`src/rtl/fltr_tdm_ctrl_pkg.sv`:
```
// rtl/fltr_tdm_ctrl_pkg.sv - shared types and helpers for the TDM glitch-filter controller
package fltr_tdm_ctrl_pkg;

    // Default run-counter / threshold width used by the per-channel state record
    localparam int FLTR_CW = 4;
    // Widest channel index the event record can carry (up to 16 channels)
    localparam int FLTR_CH_W_MAX = 4;

    // Per-channel stored filter state (the filtered level lives in the out vector)
    typedef struct packed {
        logic [FLTR_CW-1:0] run;
    } fltr_ch_state_t;

    // Level-change event presented on the event port
    typedef struct packed {
        logic [FLTR_CH_W_MAX-1:0] ch;
        logic                     val;
    } fltr_evt_t;

    // Width of a channel index; never below one bit
    function automatic int fltr_ch_w(input int ch);
        return (ch <= 2) ? 1 : $clog2(ch);
    endfunction

endpackage

```
`src/rtl/fltr_step.sv`:
```
// rtl/fltr_step.sv - combinational N-consecutive-sample filter update for one channel
module fltr_step #(
    parameter int CW = 4
) (
    input  logic          s_i,
    input  logic          level_i,
    input  logic [CW-1:0] run_i,
    input  logic [CW-1:0] thr_i,
    output logic          level_n_o,
    output logic [CW-1:0] run_n_o,
    output logic          flip_o
);

    // One extra bit so a counter at its maximum still compares correctly
    logic [CW:0] run_inc;
    assign run_inc = {1'b0, run_i} + (CW+1)'(1);

    // Equal sample clears the run; an opposite run reaching thr flips the level
    always_comb begin
        level_n_o = level_i;
        run_n_o   = run_i;
        flip_o    = 1'b0;
        if (s_i == level_i) begin
            run_n_o = '0;
        end else if (run_inc >= {1'b0, thr_i}) begin
            level_n_o = s_i;
            run_n_o   = '0;
            flip_o    = 1'b1;
        end else begin
            run_n_o = run_inc[CW-1:0];
        end
    end

endmodule

```
`src/rtl/fltr_tdm_ctrl.sv`:
```
// rtl/fltr_tdm_ctrl.sv - time-division controller sharing one filter step across CH channels
module fltr_tdm_ctrl
    import fltr_tdm_ctrl_pkg::*;
#(
    parameter int CH = 4,
    parameter int N  = 3,
    parameter int CW = 4,
    localparam int CH_W = fltr_ch_w(CH)
) (
    input  logic            clk,
    input  logic            reset_i,
    input  logic [CH-1:0]   in_i,
    output logic [CH-1:0]   out_o,
    input  logic            cfg_we_i,
    input  logic [CW-1:0]   cfg_n_i,
    output logic            cfg_busy_o,
    output logic            frame_done_o,
    output logic            evt_valid_o,
    input  logic            evt_ready_i,
    output logic [CH_W-1:0] evt_ch_o,
    output logic            evt_val_o,
    output logic            ovf_o
);

    logic [CH_W-1:0] slot_q, slot_d;
    logic [CH-1:0]   out_q, out_d;
    fltr_ch_state_t  st_q [CH];
    fltr_ch_state_t  st_d [CH];
    logic [CW-1:0]   thr_q, thr_d;
    logic [CW-1:0]   cfg_q, cfg_d;
    logic            cfg_busy_q, cfg_busy_d;
    logic            frame_done_q, frame_done_d;
    fltr_evt_t       evt_q, evt_d;
    logic            evt_valid_q, evt_valid_d;
    logic            ovf_q, ovf_d;

    logic            last_slot;
    logic            step_level_n;
    logic [CW-1:0]   step_run_n;
    logic            step_flip;
    logic [CW-1:0]   cfg_n_eff;

    assign last_slot = (slot_q == CH_W'(CH - 1));
    assign cfg_n_eff = (cfg_n_i == '0) ? CW'(1) : cfg_n_i;

    fltr_step #(
        .CW (CW)
    ) u_step (
        .s_i       (in_i[slot_q]),
        .level_i   (out_q[slot_q]),
        .run_i     (CW'(st_q[slot_q].run)),
        .thr_i     (thr_q),
        .level_n_o (step_level_n),
        .run_n_o   (step_run_n),
        .flip_o    (step_flip)
    );

    // Round-robin slot pointer and frame-end pulse
    always_comb begin
        slot_d       = last_slot ? '0 : slot_q + CH_W'(1);
        frame_done_d = last_slot;
    end

    // Write back only the served channel's level and run counter
    always_comb begin
        out_d = out_q;
        st_d  = st_q;
        out_d[slot_q]     = step_level_n;
        st_d[slot_q].run  = FLTR_CW'(step_run_n);
    end

    // Threshold request: apply pending value at frame end, then latch any new write
    always_comb begin
        thr_d      = thr_q;
        cfg_d      = cfg_q;
        cfg_busy_d = cfg_busy_q;
        if (last_slot && cfg_busy_q) begin
            thr_d      = cfg_q;
            cfg_busy_d = 1'b0;
        end
        if (cfg_we_i) begin
            cfg_d      = cfg_n_eff;
            cfg_busy_d = 1'b1;
        end
    end

    // One-deep event register; a flip with no room is dropped and flagged
    always_comb begin
        evt_d       = evt_q;
        evt_valid_d = evt_valid_q & ~evt_ready_i;
        ovf_d       = ovf_q;
        if (step_flip) begin
            if (!evt_valid_q || evt_ready_i) begin
                evt_d.ch    = FLTR_CH_W_MAX'(slot_q);
                evt_d.val   = step_level_n;
                evt_valid_d = 1'b1;
            end else begin
                ovf_d = 1'b1;
            end
        end
    end

    // State registers with synchronous reset
    always_ff @(posedge clk) begin
        if (reset_i) begin
            slot_q       <= '0;
            out_q        <= '0;
            st_q         <= '{default: '0};
            thr_q        <= CW'(N);
            cfg_q        <= '0;
            cfg_busy_q   <= 1'b0;
            frame_done_q <= 1'b0;
            evt_q        <= '0;
            evt_valid_q  <= 1'b0;
            ovf_q        <= 1'b0;
        end else begin
            slot_q       <= slot_d;
            out_q        <= out_d;
            st_q         <= st_d;
            thr_q        <= thr_d;
            cfg_q        <= cfg_d;
            cfg_busy_q   <= cfg_busy_d;
            frame_done_q <= frame_done_d;
            evt_q        <= evt_d;
            evt_valid_q  <= evt_valid_d;
            ovf_q        <= ovf_d;
        end
    end

    assign out_o        = out_q;
    assign cfg_busy_o   = cfg_busy_q;
    assign frame_done_o = frame_done_q;
    assign evt_valid_o  = evt_valid_q;
    assign evt_ch_o     = CH_W'(evt_q.ch);
    assign evt_val_o    = evt_q.val;
    assign ovf_o        = ovf_q;

endmodule

```
`config.mk`:
```
export PLATFORM = sky130hd
export DESIGN_NAME = fltr_tdm_ctrl
export DESIGN_NICKNAME = d
export VERILOG_FILES = /design/src/rtl/fltr_tdm_ctrl_pkg.sv /design/src/rtl/fltr_step.sv /design/src/rtl/fltr_tdm_ctrl.sv
export SDC_FILE = /design/constraint.sdc
export NUM_CORES = 1
export LEC_CHECK = 0
export CORE_MARGIN = 3
export CORE_UTILIZATION = 54
export CTS_CLUSTER_SIZE = 12
export DETAILED_ROUTE_END_ITERATION = 16
export GPL_TIMING_DRIVEN = 0
export PLACE_DENSITY_LB_ADDON = 0.25
export SLEW_MARGIN = 20
export SYNTH_ARGS = -nofsm -noshare
export SYNTH_HDL_FRONTEND = slang
export SYNTH_HIERARCHICAL = 1
export SYNTH_SLANG_ARGS = --single-unit
```
`constraint.sdc`:
```
create_clock -name clk -period 3.6 [get_ports clk]
set_input_delay 0.54 -clock clk [delete_from_list [all_inputs] [get_ports clk]]
set_output_delay 0.54 -clock clk [all_outputs]
set_load 0.1 [all_outputs]
```
; Yosys cells after proc, flatten, opt, wreduce, memory -nomap -nowiden
; Index checks and enable logic that the tools add are counted.
[totals]
regBits = 37
latchBits = 0
ramBits = 0
rom_bits = 0
in_bits = 12
output_inout_bits = 11
elab_cells = 61
memories = 0
[classes]
n_addsub = 2
multipliers = 0
div = 0
n_lt_le_gt_ge = 5
eq_ne = 2
shift = 0
n_mux = 24
bitwise = 4
n_reduce_logical = 10
[ops]
columns = operator, count
row1 = $mux W4, 6
row2 = $bwmux W16, 1
row3 = $mux W1, 11
row4 = $bmux W4 S2, 1
row5 = $demux W4 S2, 1
row6 = $add A4 B1 Y5 const B, 1
row7 = $ge A5 B4 Y1, 1
row8 = $bmux W1 S2, 2
row9 = $bwmux W4, 1
row10 = $logic_not A4 Y1, 1
row11 = $reduce_and A2 Y1, 2
row12 = $ge A3 B3 Y1 const B, 1
row13 = $logic_and A1 B1 Y1, 3
row14 = $lt A2 B3 Y1 const B, 1
row15 = $lt A3 B1 Y1 const B, 1
row16 = $not A2 Y3, 1
row17 = $add A2 B1 Y2 const B, 1
row18 = $demux W1 S2, 1
row19 = $eq A2 B2 Y1 const B, 1
row20 = $ge A2 B1 Y1 const B, 1
row21 = $not A1 Y1, 2
row22 = $reduce_bool A2 Y1, 1
row23 = $reduce_or A2 Y1, 1
row24 = $and A1 B1 Y1, 1
row25 = other kinds (3), 3

; Depth between registers and ports, before layout
[logic_depth]
ltp_word = 9
depth_mapped = 11
ltp_nobuf = 10

; Cells and area by module
; Netlist, hierarchy kept.
[modules_own_cells]
columns = mod, n_inst, cells_each, area_per_inst_um2, seq_area_each_um2
row1 = fltr_tdm_ctrl, 1, 142, 1521.5, 740.7
row2 = fltr_step, 1, 26, 198.9, 0.0

; Worst setup path after synthesis
; OpenSTA, ideal clock, no wires.
[synth_path]
path_kind = register to register
from = register slot_q[0]
to = register out_q[0], in the netlist out_o[0]
setup_time_ps = 118
t_arrival_ps = 2666
required_time_ps = 3482
slack_ps = 816
stages_incl_launch_ff = 12
path_buffers = 1
synth_period_minus_slack_ps = 2784
cell_sequence = dfxtp_1 > buf_6 > mux4_2 > ha_1 > xor2_1 > ha_1 > a21oi_2 > o21ai_2 > a21oi_1 > mux2_1 > mux2i_1 > nor2_1
[synth_via]
elab_chain_len = 9
elab_cells_between_ends = 19
cone_classes = add/sub: 1 / order compare: 3 / eq/ne: 1 / mux: 12 / bitwise: 1 / reduce/logical: 1
[synth_lines]
columns = element, line_no
row1 = from (decl), fltr_tdm_ctrl.sv:25  ; logic [CH_W-1:0] slot_q, slot_d;
row2 = from (signal assigned), fltr_tdm_ctrl.sv:117  ; slot_q <= slot_d;
row3 = $not A2 Y3 (implied by the code), fltr_tdm_ctrl.sv:51  ; .run_i (CW'(st_q[slot_q].run)),
row4 = $bmux W4 S2, fltr_tdm_ctrl.sv:51
row5 = $mux W4 (implied by the code) (2 in a row), fltr_tdm_ctrl.sv:51
row6 = $add A4 B1 Y5, fltr_step.sv:16  ; assign run_inc = {1'b0, run_i} + (CW+1)'(1);
row7 = $ge A5 B4 Y1, fltr_step.sv:25  ; end else if (run_inc >= {1'b0, thr_i}) begin
row8 = $mux W1, fltr_step.sv:25
row9 = $mux W1 (*), fltr_step.sv:23  ; if (s_i == level_i) begin
row10 = via step_level_n, fltr_tdm_ctrl.sv:38  ; logic step_level_n;
row11 = $bwmux W4 (*), fltr_tdm_ctrl.sv:68  ; out_d[slot_q] = step_level_n;
row12 = to (signal assigned), fltr_tdm_ctrl.sv:118  ; out_q <= out_d;
row13 = to (decl), fltr_tdm_ctrl.sv:26  ; logic [CH-1:0] out_q, out_d;
; Mark *: on every way through the listed nets, which the timed path passes. The rest lies on a longest branch. The select of a mux whose other input is x is not followed.
; A chain may end at the register's enable or synchronous reset.

; Worst setup path after layout
[layout_path]
from = register slot_q[0]
to = register out_q[2], in the netlist out_o[2]
; The elaborated chain is that of the path after synthesis.

==> impl_metrics.tcl <==
set metrics [dict create \
    cp_max_fo 9 \
    clockBufferDepth 2 \
    drcViolationCount 0 \
    p_total_mw 0.999 \
    crit_arrival_ns 3.31 \
    ys_ff_latch 37 \
    critical_path.cell_chain "buf_6 -> mux4_2 -> ha_1 -> xor2_1 -> ha_1 -> a21oi_2 -> o21ai_2 -> a21oi_1 -> mux2_1 -> mux2i_1 -> nor2_1" \
    io_pins 23 \
    crit_start "slot_q[0]" \
    crit_type "reg -> reg" \
    cts_buffers 5 \
    status "complete, no violations" \
    fin_crit_ns 3.07 \
    core_area_um2 2900 \
    period_share 0.854 \
    crit_required_ns 3.84 \
    post-place-ws_ns 0.534 \
    synthToLayoutAreaGrowth_pct 20.2 \
    endpoint "out_o[2]" \
    n_fill_cell 233 \
    port_buffers 21 \
    post_cts_resize_count 0 \
    end_kind "flip-flop" \
    vias_per_cell 5.28 \
    drt-total-wl_mm 3.51 \
    setup_slack_ns 0.526 \
    clk_latency_ns 0.35 \
    crit_family "multiplexers" \
    p_leak_nw 0.832 \
    clk_transition_reported_paths_ns 0.11 \
    max-slew-margin-rel 0.338 \
    drt_iter0_drc 47 \
    crit_buf_inv 1 \
    synth_area_per_cell_um2 10.2 \
    multi_input_area_um2 892 \
    utilization 0.713 \
    track_usage 0.194 \
    grt_pass1_vias 1267 \
    overflow 0 \
    reg2reg_to "out_o[2]" \
    cts_root_buf "clkbuf_4" \
    cts_tree "yes" \
    rsz0062_at_grt "false" \
    crit_path_max_incr_delay_ns 0.57 \
    mostFrequentLayoutCell "dfxtp_1" \
    start_util 0.593 \
    cts_setup_buffers 0 \
    grt_pass1_wl_mm 5.85 \
    ys_seq_area_frac 0.431 \
    final_nets 217 \
    dieArea_um2 3900 \
    synth_area_leader_cell "dfxtp_1" \
    final_cell_mix "dfxtp_1 (37), nor2_1 (33), mux2i_1 (26)" \
    synth_cell_types 27 \
    num_antenna_cells 0 \
    fin_tns_setup_ns 0 \
    regArea_um2 741 \
    rows 19 \
    syn_nets 189 \
    htree_levels 2 \
    detailed_place_hpwl_mm 2.61 \
    gp_congestion 0.753 \
    yosysWarnings 6 \
    hp-class "in -> reg" \
    netlist_instances 168 \
    postRouteAntennaNets 0 \
    synth_top_area_frac 0.431 \
    placedCellCount 231 \
    cp_common_cell "ha_1" \
    first_pass_iters 4 \
    synth_area_leaders "dfxtp_1 (43%), mux2i_1 (15%), mux4_2 (7.9%)" \
    maxCapViolCount 0 \
    die_y_um 62.4 \
    fmax_mhz 325 \
    timing_hold_violations_final 0 \
    drive_above_1_share 0.147 \
    irDropWorstVdd_mv 0.322 \
    cp-start-kind "flip-flop" \
    fin_cells 239 \
    syn_area_um2 1720 \
    grt_start_max_net_pins 12 \
    r2r.worst_path.cells 11 \
    crit_slowest_cell "mux4_2" \
    cp.depth 11 \
    power.density_nw_per_um2 483 \
    worstMarginPinSlew_ns 0.989 \
    r2r_slack_ns 0.53 \
    setup_viol 0 \
    detailroute.via_count 1262 \
    die_w_um 62.4 \
    hold_buffers 0 \
    fin_worst_skew_ns 0.0117 \
    clkSinkCount 37 \
    slew_viol_final 0 \
    wl_per_cell_um 14.7 \
    antenna_found_initial 0 \
    reg2reg_from "slot_q[0]" \
]
## cells by family after synthesis
kind of cell,Yosys count,synth area share
buf+inv,18,0.0509
simple gates,56,0.152
compound gates,12,0.0495
xor+xnor,3,0.0153
fa+ha+maj,9,0.0655
flops,37,0.431
mux,33,0.236
## layer usage
layer  share of wire  up-vias  global-route usage
li1                -      625                   -
met1            0.41      605               0.210
met2            0.53       25               0.353
met3           0.050        7              0.0612
met4           0.012        0              0.0661
met5               0        -                   0
## cell usage after synthesis
cell       n
a211o_1    3
a211oi_1   1
a21oi_1    5
a21oi_2    1
a31o_1     1
and3_1     2
buf_2      8
buf_6      1
clkbuf_2   2
dfxtp_1   37
ha_1       9
inv_1      7
mux2_1     1
mux2i_1   26
mux4_2     6
nand2_1    4
nand2b_1   5
nand3_1    3
nor2_1    33
nor2b_1    2
nor2b_2    3
nor3_1     2
nor3b_1    1
o21ai_2    1
or2b_1     1
xnor2_1    2
xor2_1     1
## flip-flops by register name (all words and copies together), names as in the netlist
signal / count
cfg_q: 4
evt_valid_o: 1
cfg_busy_o: 1
out_o: 4
st_q: 16
ovf_o: 1
slot_q: 2
thr_q: 4
frame_done_o: 1
evt_ch_o: 2
evt_val_o: 1
## stage by stage
stage | hold WS (ns) | cell area (um2)
3_5_place_dp | 0.459 | 1980
2_1_floorplan | 0.435 | 1720
3_3_place_gp | 0.449 | 1980
6_report | 0.481 | 2070
4_1_cts | 0.475 | 2070
5_1_grt | 0.488 | 2070
## worst min-delay path by stage
stage / startpoint / endpoint / slack, ns / cells past startpoint
final: cfg_we_i / cfg_q[0] / 0.48 / 2
after global routing: cfg_we_i / cfg_q[0] / 0.49 / 2
after CTS: cfg_we_i / cfg_q[0] / 0.48 / 2
after detailed placement: thr_q[1] / thr_q[1] / 0.46 / 1
after global placement: thr_q[2] / thr_q[2] / 0.45 / 2
after floorplan: thr_q[1] / thr_q[1] / 0.44 / 1
## worst register-to-register path, stage by stage (launching register included)
cell	delay (ns)
dfxtp_1	0.40
buf_6	0.19
mux4_2	0.57
ha_1	0.25
xor2_1	0.15
ha_1	0.30
a21oi_2	0.14
o21ai_2	0.08
a21oi_1	0.23
mux2_1	0.43
mux2i_1	0.17
nor2_1	0.05
## final cells by class
cell class / count / area share
inverters: 7 / 0.0127
clock inverters: 1 / 0.0145
multi-input cells: 113 / 0.431
well taps: 42 / 0.0254
plain buffers: 11 / 0.0296
flip-flops and latches: 37 / 0.358
repair buffers: 21 / 0.102
clock buffers: 7 / 0.0266
## where the power goes
| group | internal (mW) | switching (mW) | total, mW |
|---|---|---|---|
| Sequential | 0.431 | 0.0140 | 0.445 |
| Combinational | 0.0976 | 0.158 | 0.256 |
| Clock | 0.166 | 0.133 | 0.299 |
No activity file was read; power rests on OpenSTA's default activity.
